File: src/rtl/cpu_types_pkg.sv
// Shared CPU type definitions.
// reqstate_t is the state encoding of the request unit FSM.
package cpu_types_pkg;

  typedef enum logic [1:0] {
    FETCH  = 2'd0,
    DATA   = 2'd1,
    HALTED = 2'd2
  } reqstate_t;

endpackage

File: src/rtl/req_perf_counter.sv
// Stall-cycle and retired-instruction counters for the request unit.
// Both counters wrap at 2^32 and clear on synchronous active-low reset.
module req_perf_counter (
  input  logic        CLK,
  input  logic        nRST,
  input  logic        stall,
  input  logic        retire,
  output logic [31:0] stall_cycles,
  output logic [31:0] instr_count
);

  logic [31:0] stall_q;
  logic [31:0] instr_q;

  always_ff @(posedge CLK) begin
    if (!nRST) begin
      stall_q <= 32'd0;
      instr_q <= 32'd0;
    end else begin
      if (stall) begin
        stall_q <= stall_q + 32'd1;
      end
      if (retire) begin
        instr_q <= instr_q + 32'd1;
      end
    end
  end

  assign stall_cycles = stall_q;
  assign instr_count  = instr_q;

endmodule

File: src/rtl/request_unit.sv
// Sequences instruction fetch and data access requests to memory, and halts the core.
// Define REQ_PERF_EN to build the stall/retire performance counters.
module request_unit
  import cpu_types_pkg::*;
(
  input  logic        CLK,
  input  logic        nRST,
  input  logic        iread,
  input  logic        dread,
  input  logic        dwrite,
  input  logic        halt,
  input  logic        ihit,
  input  logic        dhit,
  output logic        imemREN,
  output logic        dmemREN,
  output logic        dmemWEN,
  output logic        pc_en,
  output logic        halted,
  output logic [31:0] stall_cycles,
  output logic [31:0] instr_count
);

  reqstate_t state_q, state_d;
  logic      rd_q, rd_d;
  logic      wr_q, wr_d;

  always_ff @(posedge CLK) begin
    if (!nRST) begin
      state_q <= FETCH;
      rd_q    <= 1'b0;
      wr_q    <= 1'b0;
    end else begin
      state_q <= state_d;
      rd_q    <= rd_d;
      wr_q    <= wr_d;
    end
  end

  always_comb begin
    state_d = state_q;
    rd_d    = rd_q;
    wr_d    = wr_q;
    imemREN = 1'b0;
    dmemREN = 1'b0;
    dmemWEN = 1'b0;
    pc_en   = 1'b0;
    unique case (state_q)
      FETCH: begin
        imemREN = iread;
        if (ihit) begin
          if (halt) begin
            state_d = HALTED;
          end else if (dread || dwrite) begin
            // A simultaneous read and write request is treated as a store.
            state_d = DATA;
            wr_d    = dwrite;
            rd_d    = dread & ~dwrite;
          end else begin
            pc_en = 1'b1;
          end
        end
      end
      DATA: begin
        dmemREN = rd_q;
        dmemWEN = wr_q;
        if (dhit) begin
          state_d = FETCH;
          pc_en   = 1'b1;
          rd_d    = 1'b0;
          wr_d    = 1'b0;
        end
      end
      HALTED: begin
        state_d = HALTED;
      end
      default: begin
        state_d = FETCH;
        rd_d    = 1'b0;
        wr_d    = 1'b0;
      end
    endcase
  end

  assign halted = (state_q == HALTED);

`ifdef REQ_PERF_EN
  logic stall;

  // A stall is a cycle with an outstanding enable that is not answered by its hit strobe.
  assign stall = ((state_q == FETCH) && imemREN && !ihit) ||
                 ((state_q == DATA) && (dmemREN || dmemWEN) && !dhit);

  req_perf_counter u_perf (
    .CLK          (CLK),
    .nRST         (nRST),
    .stall        (stall),
    .retire       (pc_en),
    .stall_cycles (stall_cycles),
    .instr_count  (instr_count)
  );
`else
  assign stall_cycles = 32'd0;
  assign instr_count  = 32'd0;
`endif

endmodule

File: config.mk
export PLATFORM = sky130hd
export DESIGN_NAME = request_unit
export DESIGN_NICKNAME = d
export VERILOG_FILES = /design/src/rtl/cpu_types_pkg.sv /design/src/rtl/req_perf_counter.sv /design/src/rtl/request_unit.sv
export SDC_FILE = /design/constraint.sdc
export NUM_CORES = 1
export LEC_CHECK = 0
export BUFFER_PORTS_ARGS = -buffer_cell sky130_fd_sc_hd__buf_2
export CORE_MARGIN = 10
export CORE_UTILIZATION = 38
export CTS_BUF_LIST = sky130_fd_sc_hd__clkbuf_16
export CTS_CLUSTER_SIZE = 12
export DETAILED_ROUTE_END_ITERATION = 10
export GPL_TIMING_DRIVEN = 0
export PLACE_DENSITY = 0.91
export SYNTH_ARGS = -nofsm -noshare
export SYNTH_HDL_FRONTEND = slang
export SYNTH_HIERARCHICAL = 1
export SYNTH_SLANG_ARGS = --single-unit
export TNS_END_PERCENT = 1
File: constraint.sdc
create_clock -name CLK -period 1.98 [get_ports CLK]
set_clock_uncertainty 0.2 [all_clocks]
set_input_delay 0.099 -clock CLK [delete_from_list [all_inputs] [get_ports CLK]]
set_output_delay 0.099 -clock CLK [all_outputs]
set_load 0.01 [all_outputs]
# After elaboration in Yosys (flattened, before gate mapping)
# Index checks and enable logic that the tools add are counted.
[word_totals]
regBits = 4
out_inout_bits = 69
[op_classes]
eq_ne = 7
muxes = 22
bitwise_logic = 3
n_reduce_logical = 4
[op_table]
columns = ["op", "count"]
rows = [
  ["1-bit 2-to-1 mux", 14],
  ["2-bit 2-to-1 mux", 4],
  ["2-bit != test (second input constant)", 4],
  ["1-bit one-hot mux with 3 select lines", 2],
  ["2-bit one-hot mux with 3 select lines", 1],
  ["5-bit AND reduction", 1],
  ["3-bit != test (second input constant)", 1],
  ["3-bit AND reduction", 1],
  ["2-bit by 1-bit equality test with 1-bit output (second input constant)", 1],
  ["2-bit equality test (second input constant)", 1],
  ["2-bit zero test", 1],
  ["1-bit NOT", 2],
  ["1-bit one-hot mux with 2 select lines", 1],
  ["1-bit AND", 1],
  ["1-bit logical OR", 1],
]

# Depth between registers and ports, before layout
# Gate-level depths: netlist of the first run.
[depth]
ltp_word = 6
depth_mapped = 4
ltp_nobuf = 3

# Worst setup path before layout of the first run
# Ideal clock, no wire load.
[synth_path]
path_type = "reg-to-output"
from = "register state_q[0]"
to = "output pc_en"
arrival_time_ps = 1059
required_ps = 1681
setup_slack_ps = 622
stages_incl_launch_ff = 3
cell_sequence = "dfxtp_1 -> or4_1 -> a21oi_1"
[synth_between]
elab_chain_len = 2
word_cells_on_any_way = 3
[synth_rtl]
columns = ["item", "line", "text"]
rows = [
  ["start: declaration", "request_unit.sv:23", "reqstate_t state_q, state_d;"],
  ["start signal: assignment", "request_unit.sv:33", "state_q <= state_d;"],
  ["2-bit by 1-bit equality test with 1-bit output or 2-bit zero test (tied branches)", "request_unit.sv:47", "unique case (state_q)"],
  ["1-bit one-hot mux with 2 select lines *", "request_unit.sv:47", ""],
  ["end: declaration", "request_unit.sv:17", "output logic pc_en,"],
]
# Every way passes the cells marked *; elsewhere a longest branch is shown, timed or not.

# Worst setup path in the final report of the first run
# Ends and elaborated chain as after synthesis.

==> metrics, run 1 <==
status=complete, no violations; maximum root-to-sink buffer count=2; number of global-route vias before repair=595; CTS sink cnt=4; Peak Freq=602 MHz; Mapped Area=752 µm²; top cells by area, synth=buf_4 64%, dfxtp_1 11%, nor3b_1 3.0%; Critical Path, Cell by Cell=or4_1 -> a21oi_1 -> buf_2; wire per inst=9.30 µm; Rows=16; Chip Width=64.5 µm; largest net degree at the start of global routing=11; DRT Wirelength=1890 µm; Initial Utilization=39.1%; Avg Cell Area, Syn=7.75 µm²; endpoints failing setup=0; setup tns final=0 ns; Worst Setup End Kind=output pin; post-synthesis cell count=97; via count=625; Final Hold Fails=0; setup slack at placement=0.556 ns; CP bufs+invs=1; Hold Crit Start=halt; Synth-to-Final Area Change=55.2%; Fill cells=196; DRT Pass-1 Iters=3; total grt overflow=0; Final #Nets=186; crit-path leading delay family=simple AND/OR/NAND/NOR gates; critical path's largest stage delay=0.52 ns; share of the synthesized area in the top cell type=63.9%; Max-Cap Viols=0; crit path DAT=1.36 ns; CTS H-tree depth=1; cell taking the most area after synthesis=buf_4; Post-Place Cells=199; RSZ-0062 raised after global routing=no; Non-Filler Instances=203; total track usage=8.48%; Core ar.=0.00192 mm²; Tmin final=1.66 ns; FF+latch count, synth=4; critical path class=flop to output pin; R2R Path Start=state_q[0]; # DRC=0; share of post-route cells with drive strength above 1=47.2%; first-pass GRT wire length=2770 µm; Primary FF master, synth=dfxtp_1; Crit-path slowest cell=or4_1; Max Slew Vio Count=0; sequential area share after synthesis=10.6%; Area after DPL=0.00108 mm²; worst min path class=input port to flop; Final period util=83.9%; CP required=1.68 ns; Detail Placement HPWL=1740 µm; routed vias/inst=3.08; Reg clk slew, reported paths=0.03 ns; Die Y=64.5 µm; highest-count cells in the layout ignoring fill and taps=64 x buf_4, 64 x conb_1, 14 x buf_2; ANT cells=0; CTS root buffer=clkbuf_16; crit path from=state_q[0]; leak pwr=0.768 nW; CTS buffer count=3; I/O Buffers=12; post-route ant nets=0; Synth warnings=6; DRT iter0 DRCs=3; post-synthesis cell type count=20; PD cells=525 mW/mm²; ys async rst share=0%; die area=0.00416 mm²; Total Power=613 µW; CTS tree=yes; Top-Level Pins=77; CP startpoint kind=flop; post-CTS setup buffers=0; post-route cell area=0.00117 mm²; final worst slack=0.319 ns; initial antenna violation count=0; clk_lat worst skew=0.22 ns; Worst VDD drop=0.000517 V; GP Congestion=0.754; Worst Path Max Fanout=4; Post-synth EDFFs=0
## final cells by class
| class | instances | area, µm² | share of cell area (%) |
|---|---|---|---|
| buffer | 66 | 490 | 42.0 |
| clock buffer | 3 | 75.1 | 6.43 |
| multi-input combinational | 90 | 418 | 35.8 |
| sequential | 4 | 80.1 | 6.86 |
| tap | 27 | 33.8 | 2.89 |
| timing repair buffer | 13 | 70.1 | 6.00 |
## kinds of logic (layout without fill, tap and decap cells)
family          Yosys count  in the layout  synth area share [%]
flops                     4              4                  10.6
compound gates            7              7                  6.32
other cells               1             64                 0.499
buf+inv                  66             82                  65.2
simple gates             19             19                  17.3
## cells in the mapped netlist, drive strengths merged, types with 2 or more instances
library cell  count
o21ai             2
nand2             3
nor2              4
dfxtp             4
buf              66
and3b             2
a21oi             2
nand2b            2
nor3b             3
## path summary, 6_finish.rpt
| path | slack [ns] | depth (start not counted) | to |
|---|---|---|---|
| min | 0.02 | 3 | state_q[1] |
| max | 0.32 | 3 | pc_en |
| min reg2reg | 0.29 | 1 | wr_q |
| max reg2reg | 0.68 | 3 | wr_q |
## worst register-to-register path, stage by stage, from the launching register on
cell	delay [ns]
dfxtp_1	0.33
nor4b_2	0.34
nand2_1	0.09
a41o_1	0.23
## report_power, final
part           switching (mW)  leakage (nW)  internal, mW
sequential            0.00363        0.0328        0.0861
clock                  0.0578        0.0370         0.258
combinational           0.101         0.698         0.106
## per-layer routing
metal / global-route usage, % / routed length (µm) / up-vias
li1: - / - / 342
met1: 6.81 / 619 / 237
met2: 14.8 / 942 / 42
met3: 6.19 / 290 / 4
met4: 4.81 / 35 / 0
met5: 0 / 0 / -
## timing repair
item / in CTS / in global routing
gates resized for setup: 0 / 0
hold endpoints to repair: 4 / 0
setup endpoints to repair: 0 / 0
hold buffers: 1 / 0
## flip-flops by register name (all words and copies together), names as in the netlist
signal,count
state_q,2
rd_q,1
wr_q,1
## per-stage QoR
| step | utilization, % | hold slack (ns) |
|---|---|---|
| 2_1_floorplan | - | 0.0608 |
| 3_3_place_gp | 56.3 | 0.200 |
| 4_1_cts | 60.7 | 0.0194 |
| 6_report | 60.7 | 0.0225 |
| 5_1_grt | 60.7 | 0.0500 |
| 3_5_place_dp | 56.3 | 0.201 |
No activity file was read; power rests on OpenSTA's default activity.
==> run 2, diff against run 1 <==
--- a/config.mk
+++ b/config.mk
@@ -7,12 +7,12 @@
 export LEC_CHECK = 0
 export BUFFER_PORTS_ARGS = -buffer_cell sky130_fd_sc_hd__buf_2
 export CORE_MARGIN = 10
-export CORE_UTILIZATION = 38
+export CORE_UTILIZATION = 32
 export CTS_BUF_LIST = sky130_fd_sc_hd__clkbuf_16
 export CTS_CLUSTER_SIZE = 12
 export DETAILED_ROUTE_END_ITERATION = 10
 export GPL_TIMING_DRIVEN = 0
-export PLACE_DENSITY = 0.91
+export PLACE_DENSITY = 0.83
 export SYNTH_ARGS = -nofsm -noshare
 export SYNTH_HDL_FRONTEND = slang
 export SYNTH_HIERARCHICAL = 1
==> constraint.sdc (replaced) <==
create_clock -name CLK -period 1.33 [get_ports CLK]
set_clock_uncertainty 0.2 [all_clocks]
set_input_delay 0.0665 -clock CLK [delete_from_list [all_inputs] [get_ports CLK]]
set_output_delay 0.0665 -clock CLK [all_outputs]
set_load 0.01 [all_outputs]
==> run 2 against run 1 <==
Largest power group unchanged. Wire length grew 2.3%. Hold slack got worse by 0.022 ns. Die area rose by 13%. The flow now finishes with violations (negative setup slack).
==> metrics, run 2 (same netlist as run 1, synthesis figures left out) <==
setup slack at placement=-0.0779 ns; via count=622; endpoints failing setup=5; critical path depth=3; Final period util=112%; crit path from=state_q[0]; ANT cells=0; Detail Placement HPWL=1770 µm; Tmin final=1.49 ns; largest net degree at the start of global routing=11; Initial Utilization=33.7%; number of global-route vias before repair=590; first-pass GRT wire length=2500 µm; Worst Path Max Fanout=2; initial antenna violation count=0; Core ar.=0.00223 mm²; status=finished with violations; leak pwr=0.784 nW; Reg clk slew, reported paths=0.03 ns; critical path's largest stage delay=0.42 ns; Synth-to-Final Area Change=60.7%; highest-count cells in the layout ignoring fill and taps=66 x buf_4, 64 x conb_1, 12 x buf_2; Max-Cap Viols=0; FF-to-FF path depth=4; Chip Width=68.5 µm; max FFs per register=2; R2R Path Start=state_q[0]; CP required=1.06 ns; CTS tree=yes; total track usage=7.19%; Die Y=68.5 µm; Worst Setup End Kind=output pin; critical path class=flop to output pin; share of post-route cells with drive strength above 1=48.3%; DRT Pass-1 Iters=3; CTS sink cnt=4; Peak Freq=670 MHz; GP Congestion=0.764; post-route ant nets=0; Crit-path slowest cell=or4_1; maximum root-to-sink buffer count=2; crit path DAT=1.23 ns; routed vias/inst=3.02; I/O Buffers=12; Max Slew Vio Count=0; DRT Wirelength=1930 µm; CTS root buffer=clkbuf_16; PD cells=765 mW/mm²; largest registers=state_q (2), rd_q (1), wr_q (1); clk_lat worst skew=0.22 ns; CTS buffer count=3; die area=0.00469 mm²; RSZ-0062 raised after global routing=yes; wire per inst=9.37 µm; failing checks=negative setup slack; Final Hold Fails=0; Worst Hold Depth=3; crit-path leading delay family=simple AND/OR/NAND/NOR gates; RR Endpoint=state_q[0]; CP startpoint kind=flop; worst min path class=input port to flop; WHS=0.000186 ns; internal reg-to-reg setup slack=-0.01 ns; final worst slack=-0.162 ns; DRT iter0 DRCs=5; CP bufs+invs=1; commonest non-fill, non-tap cell in the layout=buf_4; crit path capture=pc_en; Final #Nets=188; Rows=17; # DRC=0; Top-Level Pins=77; CTS H-tree depth=1; total grt overflow=0; Largest Register=state_q; Critical Path, Cell by Cell=or4_1 -> a21oi_2 -> buf_2; Worst VDD drop=0.000634 V
==> run 2: cell types whose count changed in the layout (fill, tap and decap cells not counted), sizes merged <==
cell	change
dlygate4sd3	+1
buf	+1
==> run 2: metrics by stage <==
stage               power, mW  TNS, ns  std cells  util, %  cell area, µm²
global placement        0.423  -0.0536        200     48.5            1080
finish                  0.925   -0.300        206     54.1            1210
CTS                     0.902   -0.562        206     53.2            1190
global route            0.974   -0.690        206     54.1            1210
detailed placement      0.425  -0.0779        200     48.5            1080
floorplan               0.394        0        160        -             988
==> run 2: worst min-delay path: cells and delay by family <==
family / cells / cell delay (ns)
simple gates: 2 / 0.21
buf+inv: 1 / 0.12
==> run 2: final cells by class <==
class	instances	area [µm²]
fill	222	1020
buffer	66	499
multi-input combinational	90	430
timing repair buffer	15	87.6
sequential	4	81.3
clock buffer	3	75.1
tap	28	35.0
==> run 2: how the worst min path moves through the flow <==
stage / startpoint / to / slack (ns)
floorplan: nRST / wr_q / 0.03
global placement: nRST / wr_q / 0.17
detailed placement: nRST / wr_q / 0.17
CTS: dwrite / rd_q / -0.001
global route: dread / wr_q / 0.03
finish: dwrite / rd_q / 0.0002
==> run 2: power by group <==
part / internal, mW / switching, mW
Clock: 0.384 / 0.0850
Sequential: 0.128 / 0.00552
Combinational: 0.168 / 0.154
Total: 0.680 / 0.244
==> run 2: metal layers <==
layer  GRT usage [%]  wire length, µm  vias up
met3            5.87              393        4
met1            4.39              484      230
met4            3.77               30        0
li1                -                -      346
met2            13.9             1020       42
met5               0                0        -
==> run 2: timing repair <==
item / 4_1_cts / 5_1_grt
pin swaps: 2 / 1
gates resized for setup: 1 / 7
hold buffers: 2 / 0
endpoints found under the hold margin: 4 / 0
buffers inserted: 1 / 0
setup endpoints to repair: 4 / 8
